--- src/rtl/iob_bus_arbiter.sv ---
// Two-master to one-slave IOb bus arbiter with round-robin grant, registered
// transactions and a slave-response timeout.
module iob_bus_arbiter #(
    parameter int unsigned       ADDR_W    = 32,
    parameter int unsigned       DATA_W    = 32,
    parameter int unsigned       TIMEOUT_W = 8,
    parameter logic [DATA_W-1:0] ERR_DATA  = DATA_W'(32'hDEADBEEF)
) (
    input  logic                clk,
    input  logic                rst,

    input  logic                m0_valid,
    input  logic [ADDR_W-1:0]   m0_addr,
    input  logic [DATA_W-1:0]   m0_wdata,
    input  logic [DATA_W/8-1:0] m0_wstrb,
    output logic                m0_ready,
    output logic [DATA_W-1:0]   m0_rdata,

    input  logic                m1_valid,
    input  logic [ADDR_W-1:0]   m1_addr,
    input  logic [DATA_W-1:0]   m1_wdata,
    input  logic [DATA_W/8-1:0] m1_wstrb,
    output logic                m1_ready,
    output logic [DATA_W-1:0]   m1_rdata,

    output logic                s_valid,
    output logic [ADDR_W-1:0]   s_addr,
    output logic [DATA_W-1:0]   s_wdata,
    output logic [DATA_W/8-1:0] s_wstrb,
    input  logic                s_ready,
    input  logic [DATA_W-1:0]   s_rdata,

    output logic                timeout,
    output logic                busy
);

    localparam int unsigned STRB_W = DATA_W / 8;

    typedef enum logic [1:0] {
        StIdle,
        StBusy,
        StDone
    } state_e;

    state_e                state_q, state_d;
    logic                  last_q, last_d;
    logic                  grant_q, grant_d;
    logic [TIMEOUT_W-1:0]  cnt_q, cnt_d;
    logic                  flag_q, flag_d;
    logic [DATA_W-1:0]     resp_q, resp_d;
    logic [ADDR_W-1:0]     addr_q, addr_d;
    logic [DATA_W-1:0]     wdata_q, wdata_d;
    logic [STRB_W-1:0]     wstrb_q, wstrb_d;
    logic                  pick;

    // Round-robin: on a tie the master that was not granted last time wins.
    assign pick = m1_valid && (!m0_valid || !last_q);

    always_ff @(posedge clk or negedge rst) begin
        if (!rst) begin
            state_q <= StIdle;
            last_q  <= 1'b1;
            grant_q <= 1'b0;
            cnt_q   <= '0;
            flag_q  <= 1'b0;
            resp_q  <= '0;
            addr_q  <= '0;
            wdata_q <= '0;
            wstrb_q <= '0;
        end else begin
            state_q <= state_d;
            last_q  <= last_d;
            grant_q <= grant_d;
            cnt_q   <= cnt_d;
            flag_q  <= flag_d;
            resp_q  <= resp_d;
            addr_q  <= addr_d;
            wdata_q <= wdata_d;
            wstrb_q <= wstrb_d;
        end
    end

    always_comb begin
        state_d = state_q;
        last_d  = last_q;
        grant_d = grant_q;
        cnt_d   = cnt_q;
        flag_d  = flag_q;
        resp_d  = resp_q;
        addr_d  = addr_q;
        wdata_d = wdata_q;
        wstrb_d = wstrb_q;

        unique case (state_q)
            StIdle: begin
                if (m0_valid || m1_valid) begin
                    grant_d = pick;
                    last_d  = pick;
                    addr_d  = pick ? m1_addr  : m0_addr;
                    wdata_d = pick ? m1_wdata : m0_wdata;
                    wstrb_d = pick ? m1_wstrb : m0_wstrb;
                    cnt_d   = '0;
                    state_d = StBusy;
                end
            end
            StBusy: begin
                // A response in the terminal-count cycle beats the timeout.
                if (s_ready) begin
                    resp_d  = s_rdata;
                    state_d = StDone;
                end else if (cnt_q == '1) begin
                    resp_d  = ERR_DATA;
                    flag_d  = 1'b1;
                    state_d = StDone;
                end else begin
                    cnt_d = cnt_q + TIMEOUT_W'(1);
                end
            end
            StDone: begin
                flag_d  = 1'b0;
                state_d = StIdle;
            end
            default: state_d = StIdle;
        endcase
    end

    // Outputs decode registered state only; no input reaches an output.
    assign s_valid  = (state_q == StBusy);
    assign s_addr   = addr_q;
    assign s_wdata  = wdata_q;
    assign s_wstrb  = wstrb_q;
    assign m0_ready = (state_q == StDone) && !grant_q;
    assign m1_ready = (state_q == StDone) && grant_q;
    assign m0_rdata = m0_ready ? resp_q : '0;
    assign m1_rdata = m1_ready ? resp_q : '0;
    assign timeout  = flag_q;
    assign busy     = (state_q != StIdle);

endmodule

--- config.mk ---
export PLATFORM = sky130hd
export DESIGN_NAME = iob_bus_arbiter
export DESIGN_NICKNAME = d
export VERILOG_FILES = /design/src/rtl/iob_bus_arbiter.sv
export SDC_FILE = /design/constraint.sdc
export NUM_CORES = 1
export LEC_CHECK = 0
export BUFFER_PORTS_ARGS = -buffer_cell sky130_fd_sc_hd__buf_2
export CAP_MARGIN = 25
export CORE_MARGIN = 2
export CORE_UTILIZATION = 34
export DETAILED_ROUTE_END_ITERATION = 8
export PLACE_DENSITY = 0.67
export SKIP_CTS_REPAIR_TIMING = 1
export SYNTH_ARGS = -nofsm -noshare
export SYNTH_HDL_FRONTEND = slang
export SYNTH_SLANG_ARGS = --single-unit
--- constraint.sdc ---
create_clock -name clk -period 2.27 [get_ports clk]
set_clock_uncertainty 0.2 [all_clocks]
set_input_delay 0.454 -clock clk [delete_from_list [all_inputs] [get_ports clk]]
set_output_delay 0.454 -clock clk [all_outputs]
set_load 0.03 [all_outputs]
==> results.json, run 1 <==
{
  "clock_latency_ps": 400,
  "grt_max_degree": 83,
  "fin_nets": 993,
  "clk_pin_slew_ps": 50,
  "num_rows": 45,
  "drive_gt1_share_pct": 47.60,
  "cts_root_buffer": "clkbuf_16",
  "violations": "negative setup slack",
  "required_ps": 1620,
  "hold_viol_final": 0,
  "min_from": "s_rdata[22]",
  "status": "complete, but fails checks",
  "synth-async-reset-ratio_pct": 100.0,
  "synth_common_cells": "112 x dfrtp_1, 71 x nor2_1, 69 x a21oi_1, 69 x mux2i_1, 66 x and2_1",
  "critPathArrivalTime_ps": 1690,
  "synth_top_flop_cell": "dfrtp_1",
  "dieHeight_um": 129.4,
  "whs_endpoint": "resp_q[22]$_DFFE_PN0P_",
  "drt-initial-drc-count": 183,
  "grt_pass1_wl_mm": 22.00,
  "avgSynthCellArea_um2": 10.48,
  "diodes": 0,
  "first_global_vias": 4331,
  "hpwlAfterDp_mm": 10.94,
  "total_power_mw": 10.50,
  "yosysMostFrequentCell": "dfrtp_1",
  "synth.net_count": 684,
  "r2r_setup_slack_ps": 200,
  "r2r_cells": 5,
  "via_per_inst": 4.704,
  "ios": 310,
  "vias": 4906,
  "period_minus_slack_ps": 2339,
  "cp_max_fo": 8,
  "startpoint_type": "flip-flop",
  "cts_tree": "done",
  "fin_crit_sh_pct": 103.1,
  "yosysTopAreaCell": "dfrtp_1",
  "max_freq_mhz": 427.5,
  "rr_endpoint": "cnt_q[5]$_DFFE_PN0P_",
  "synth-seq-cells": 113,
  "die_x_um": 129.4,
  "yosys.area.top_type_share_pct": 52.43,
  "path_cells": "nor3_4 > buf_12 > buf_6 > and2_1 > buf_6",
  "port_buffers": 309,
  "clock_sinks": 113,
  "cp_top_family": "flip-flops",
  "first_pass_iters": 4,
  "gp_routability_congestion": 0.7863,
  "synth_edf_count": 0,
  "ys_types": 38,
  "ir_worst_vdd_mv": 0.5482,
  "area_growth_pct": 55.66,
  "max_slew.worst_pin.slew_ps": 488.8,
  "dieArea_um2": 16740,
  "grtUsageTotal_pct": 17.14,
  "hold_depth": 2,
  "endpoint_kind": "output pin",
  "overflow": 0,
  "slowest_stage": "dfrtp_2",
  "stdcell_count": 1043,
  "slew_viol_final": 0,
  "cts_made_buffers": 17,
  "num-fill-cells": 1354,
  "drv_cap": 0,
  "rsz0062_at_grt": "true",
  "max_stage_delay_ps": 470,
  "coreArea_um2": 15260,
  "cts.path.max_buffers": 2,
  "yosys_warnings": 0,
  "antenna_found_initial": 1,
  "slew_headroom_pct": 67.42,
  "finalSetupViolations": 45,
  "synthCells": 510,
  "htreeDepth": 4,
  "routedWlPerCell_um": 15.00,
  "path_buf_inv": 3,
  "ys_seq_area_share_pct": 52.93,
  "power.leakage_nw": 4.063,
  "path_common_cell": "buf_6",
  "rr_startpoint": "cnt_q[0]$_DFFE_PN0P_",
  "final_antenna_net_count": 0,
  "routed_wl_mm": 15.65,
  "drc": 0,
  "dpl.cell_count": 1003,
  "setup_ws_ps": -69.43,
  "power_density_nw_per_um2": 1262,
  "path_class": "flip-flop to output pin",
  "synth_area_leaders": "dfrtp_1 52%, mux2i_1 13%, and2_1 7.7%, a21oi_1 6.5%, nor2_1 5.0%",
  "hp-class": "input pin to flip-flop",
  "netlist_area_um2": 5345,
  "start_util_pct": 35.03
}
power by group:
part           switching (mW)  internal, mW  total [mW]
clock                   0.907          1.63        2.54
combinational            2.83          1.60        4.44
sequential              0.597          2.93        3.52
total                    4.34          6.16        10.5
metal layers:
metal	up-vias	routed length, um	track usage [%]
li1	2390	-	-
met1	2287	6131	20.04
met2	207	8041	29.72
met3	22	1143	4.872
met4	0	328	6.905
met5	-	0	0
flip-flops by register name (all words and copies together), names as in the netlist:
| name | cells |
|---|---|
| state_q | 2 |
| last_q | 1 |
| s_wdata | 32 |
| timeout | 1 |
| cnt_q | 8 |
| resp_q | 32 |
| s_wstrb | 4 |
| s_addr | 32 |
| grant_q | 1 |
worst max-delay path by stage:
stage               cells after the start  slack (ps)                   start                     end
global route                            5        -150  state_q[1]$_DFFE_PN0P_            m0_rdata[14]
detailed placement                      6         210    cnt_q[0]$_DFFE_PN0P_  resp_q[28]$_DFFE_PN0P_
CTS                                     5        -110  state_q[1]$_DFFE_PN0P_             m1_rdata[4]
floorplan                               4         120  state_q[0]$_DFFE_PN0P_            m0_rdata[22]
finish                                  5         -70  state_q[0]$_DFFE_PN0P_            m1_rdata[27]
global placement                        5         230    cnt_q[0]$_DFFE_PN0P_    cnt_q[5]$_DFFE_PN0P_
through the flow:
step | setup slack, ps | instance area (um2) | hold WS (ps) | TNS, ps | util, %
global route | -149.9 | 8320 | 57.92 | -7707 | 54.53
global placement | 233.2 | 7166 | 244.5 | 0 | 46.96
CTS | -107.2 | 7730 | -191.4 | -4972 | 50.66
detailed placement | 211.3 | 7166 | 246.4 | 0 | 46.96
floorplan | 120.1 | 5348 | -41.59 | 0 | -
finish | -69.43 | 8320 | 75.12 | -1565 | 54.53
layout make-up:
class | count | area (um2) | area share (%)
clock inverter | 11 | 113.9 | 1.368
sequential | 113 | 2830 | 34.01
multi-input combinational | 351 | 2402 | 28.87
tap | 211 | 264.0 | 3.173
timing repair buffer | 327 | 2226 | 26.75
clock buffer | 21 | 450.4 | 5.414
inverter | 9 | 33.78 | 0.4060
placed cells by master, fill, tap and decap left out, drive strengths merged:
cell,count
a2111o,1
nor2,71
and3,2
nand3,4
clkbuf,23
and3b,1
a221o,1
nor3b,1
o21ai,5
a31oi,3
dfrtp,112
dfstp,1
o211a,1
nand2,5
nor2b,1
a21o,1
inv,9
o22a,24
a22o,8
ha,1
bufinv,2
and2,67
or3b,1
clkinv,7
o21a,1
buf,324
a211o,3
nor3,8
a21oi,69
nor4,1
a21boi,1
clkinvlp,2
mux2i,69
dlygate4sd3,1
or3,1
logic make-up after synthesis:
family | count (synthesis) | share of synthesized area, %
adders and majority gates | 1 | 0.2340
buffers and inverters | 46 | 4.073
DFF | 113 | 52.93
muxes | 69 | 12.92
and+or+nand+nor | 163 | 15.73
AOI/OAI and AO/OA | 118 | 14.12
(Power assumes the default switching activity.)
==> inputs of run 2 (changes only) <==
--- a/config.mk
+++ b/config.mk
@@ -11,6 +11,7 @@
 export CORE_UTILIZATION = 34
 export DETAILED_ROUTE_END_ITERATION = 8
 export PLACE_DENSITY = 0.67
+export SETUP_SLACK_MARGIN = 0.4
 export SKIP_CTS_REPAIR_TIMING = 1
 export SYNTH_ARGS = -nofsm -noshare
 export SYNTH_HDL_FRONTEND = slang
==> constraint.sdc (replaced) <==
create_clock -name clk -period 2.27 [get_ports clk]
set_clock_uncertainty 0.2 [all_clocks]
set_input_delay 0.681 -clock clk [delete_from_list [all_inputs] [get_ports clk]]
set_output_delay 0.681 -clock clk [all_outputs]
set_load 0.03 [all_outputs]
==> run 2 against run 1 <==
The run still ends with negative setup slack left; routed wire length is 13% higher; flip-flop and latch count is the same; clock power increased by 7%; sequential power grew 5%; power is 14% higher; combinational power grew 24%; hold slack better by 220 ps; critical path depth rose by 1; maximum frequency is 8.3% lower; design area rose by 11%; cell count rose by 2.7%; largest cell class is now buffers; highest routed layer unchanged.
==> results.json, run 2 (same netlist as run 1, synthesis figures left out) <==
{
  "status": "complete, but fails checks",
  "violations": "negative setup slack",
  "overflow": 0,
  "place_area_um2": 7358,
  "ios": 310,
  "dr.max_layer_used": "met4",
  "fin_nets": 1019,
  "power_density_nw_per_um2": 1293,
  "wl_met1_mm": 6.494,
  "final_antenna_net_count": 0,
  "required_ps": 1390,
  "slew_viol_final": 0,
  "cp_max_fo": 8,
  "final_cell_mix": "172 x buf_2, 131 x buf_6, 110 x dfrtp_1",
  "die_x_um": 129.4,
  "max_stage_delay_ps": 380,
  "cp_top_family": "buffers and inverters",
  "drt-initial-drc-count": 164,
  "cts_root_buffer": "clkbuf_16",
  "clock_sinks": 113,
  "htreeDepth": 4,
  "finalSetupViolations": 66,
  "drive_gt1_share_pct": 54.66,
  "vias": 5187,
  "fin_area_um2": 9230,
  "fin_crit_sh_pct": 112.4,
  "hpwlAfterDp_mm": 11.23,
  "port_buffers": 309,
  "path_cells": "inv_2 > nor3_4 > buf_12 > clkbuf_16 > and2_4 > buf_6",
  "cts.path.max_buffers": 2,
  "clock_latency_ps": 410,
  "final_util_pct": 60.49,
  "routed-wl-met2_mm": 9.274,
  "max_slew.worst_pin.slew_ps": 349.5,
  "power.leakage_nw": 4.463,
  "fin_hold_ws_ps": 298.7,
  "clk_pin_slew_ps": 60,
  "antenna_found_initial": 2,
  "met3_length_mm": 1.201,
  "rsz0062_at_grt": "true",
  "first_global_vias": 4489,
  "slew_headroom_pct": 76.70,
  "routedWlPerCell_um": 16.49,
  "setup_ws_ps": -282.0,
  "cts_made_buffers": 17,
  "routed_wl_mm": 17.66,
  "path_class": "flip-flop to output pin",
  "area_growth_pct": 72.68,
  "num_rows": 45,
  "gp_routability_congestion": 0.7569,
  "max_freq_mhz": 391.8,
  "drc": 0,
  "slowest_stage": "dfrtp_1",
  "dieArea_um2": 16740,
  "start_util_pct": 35.03,
  "first_pass_iters": 4,
  "critPathArrivalTime_ps": 1670,
  "dieHeight_um": 129.4,
  "ir_worst_vdd_mv": 0.6699,
  "coreArea_um2": 15260,
  "endpoint_kind": "output pin",
  "via_per_inst": 4.843,
  "grt_pass1_wl_mm": 22.40,
  "cts_tree": "done",
  "period_minus_slack_ps": 2552,
  "path_buf_inv": 4,
  "grt_max_degree": 83,
  "hp-class": "input pin to flip-flop",
  "drv_cap": 0,
  "final_common_cell": "buf_2",
  "hold_viol_final": 0,
  "grtUsageTotal_pct": 17.37,
  "startpoint_type": "flip-flop"
}
[run 2: changes by cell type in the layout (fill, tap and decap cells not counted), sizes merged]
| cell | delta |
|---|---|
| clkinv | +1 |
| inv | +3 |
| bufinv | +1 |
| diode | +2 |
| buf | +21 |
[run 2: final cells by class]
class | count | area (um2)
Timing Repair Buffer | 350 | 2909
Inverter | 9 | 46.29
Antenna cell | 2 | 5.005
Clock inverter | 13 | 160.2
Fill cell | 1252 | 6028
Sequential cell | 113 | 2831
Multi-Input combinational cell | 351 | 2540
Clock buffer | 19 | 442.9
Tap cell | 211 | 264.0
Timing Repair inverter | 3 | 31.28
[run 2: stage by stage]
| step | instances | total power, mW | worst slack (ps) | setup TNS, ps |
|---|---|---|---|---|
| 6_report | 1071 | 11.94 | -282.0 | -16540 |
| 5_1_grt | 1069 | 12.51 | -333.9 | -20430 |
| 4_1_cts | 1037 | 10.65 | -311.2 | -19770 |
| 3_5_place_dp | 1005 | 7.885 | 125.4 | 0 |
| 3_3_place_gp | 1005 | 7.816 | 144.3 | 0 |
| 2_1_floorplan | 510 | 6.484 | 290.3 | 0 |
[run 2: power breakdown]
part	total, mW	leakage [nW]	switching (mW)	internal (mW)
clock	2.72	0.294	0.964	1.75
sequential	3.71	1.27	0.777	2.93
combinational	5.51	2.90	3.00	2.51
[run 2: path summary, 6_finish.rpt]
check / startpoint / slack, ps / end / cells past startpoint
worst min register to register: s_addr[29]$_DFFE_PN0P_ / 320 / s_addr[29]$_DFFE_PN0P_ / 2
worst max-delay path: state_q[1]$_DFFE_PN0P_ / -280 / m1_rdata[26] / 6
worst max register to register: cnt_q[1]$_DFFE_PN0P_ / 320 / cnt_q[5]$_DFFE_PN0P_ / 5
min in group asynchronous: rst / 530 / resp_q[30]$_DFFE_PN0P_ / 2
worst min-delay path: s_rdata[4] / 300 / resp_q[4]$_DFFE_PN0P_ / 2
max in group asynchronous: rst / 760 / s_wdata[19]$_DFFE_PN0P_ / 3
[run 2: layer usage]
layer	global-route usage [%]	vias up
li1	-	2445
met1	19.73	2464
met2	30.40	237
met3	5.698	41
met4	6.586	0
met5	0	-
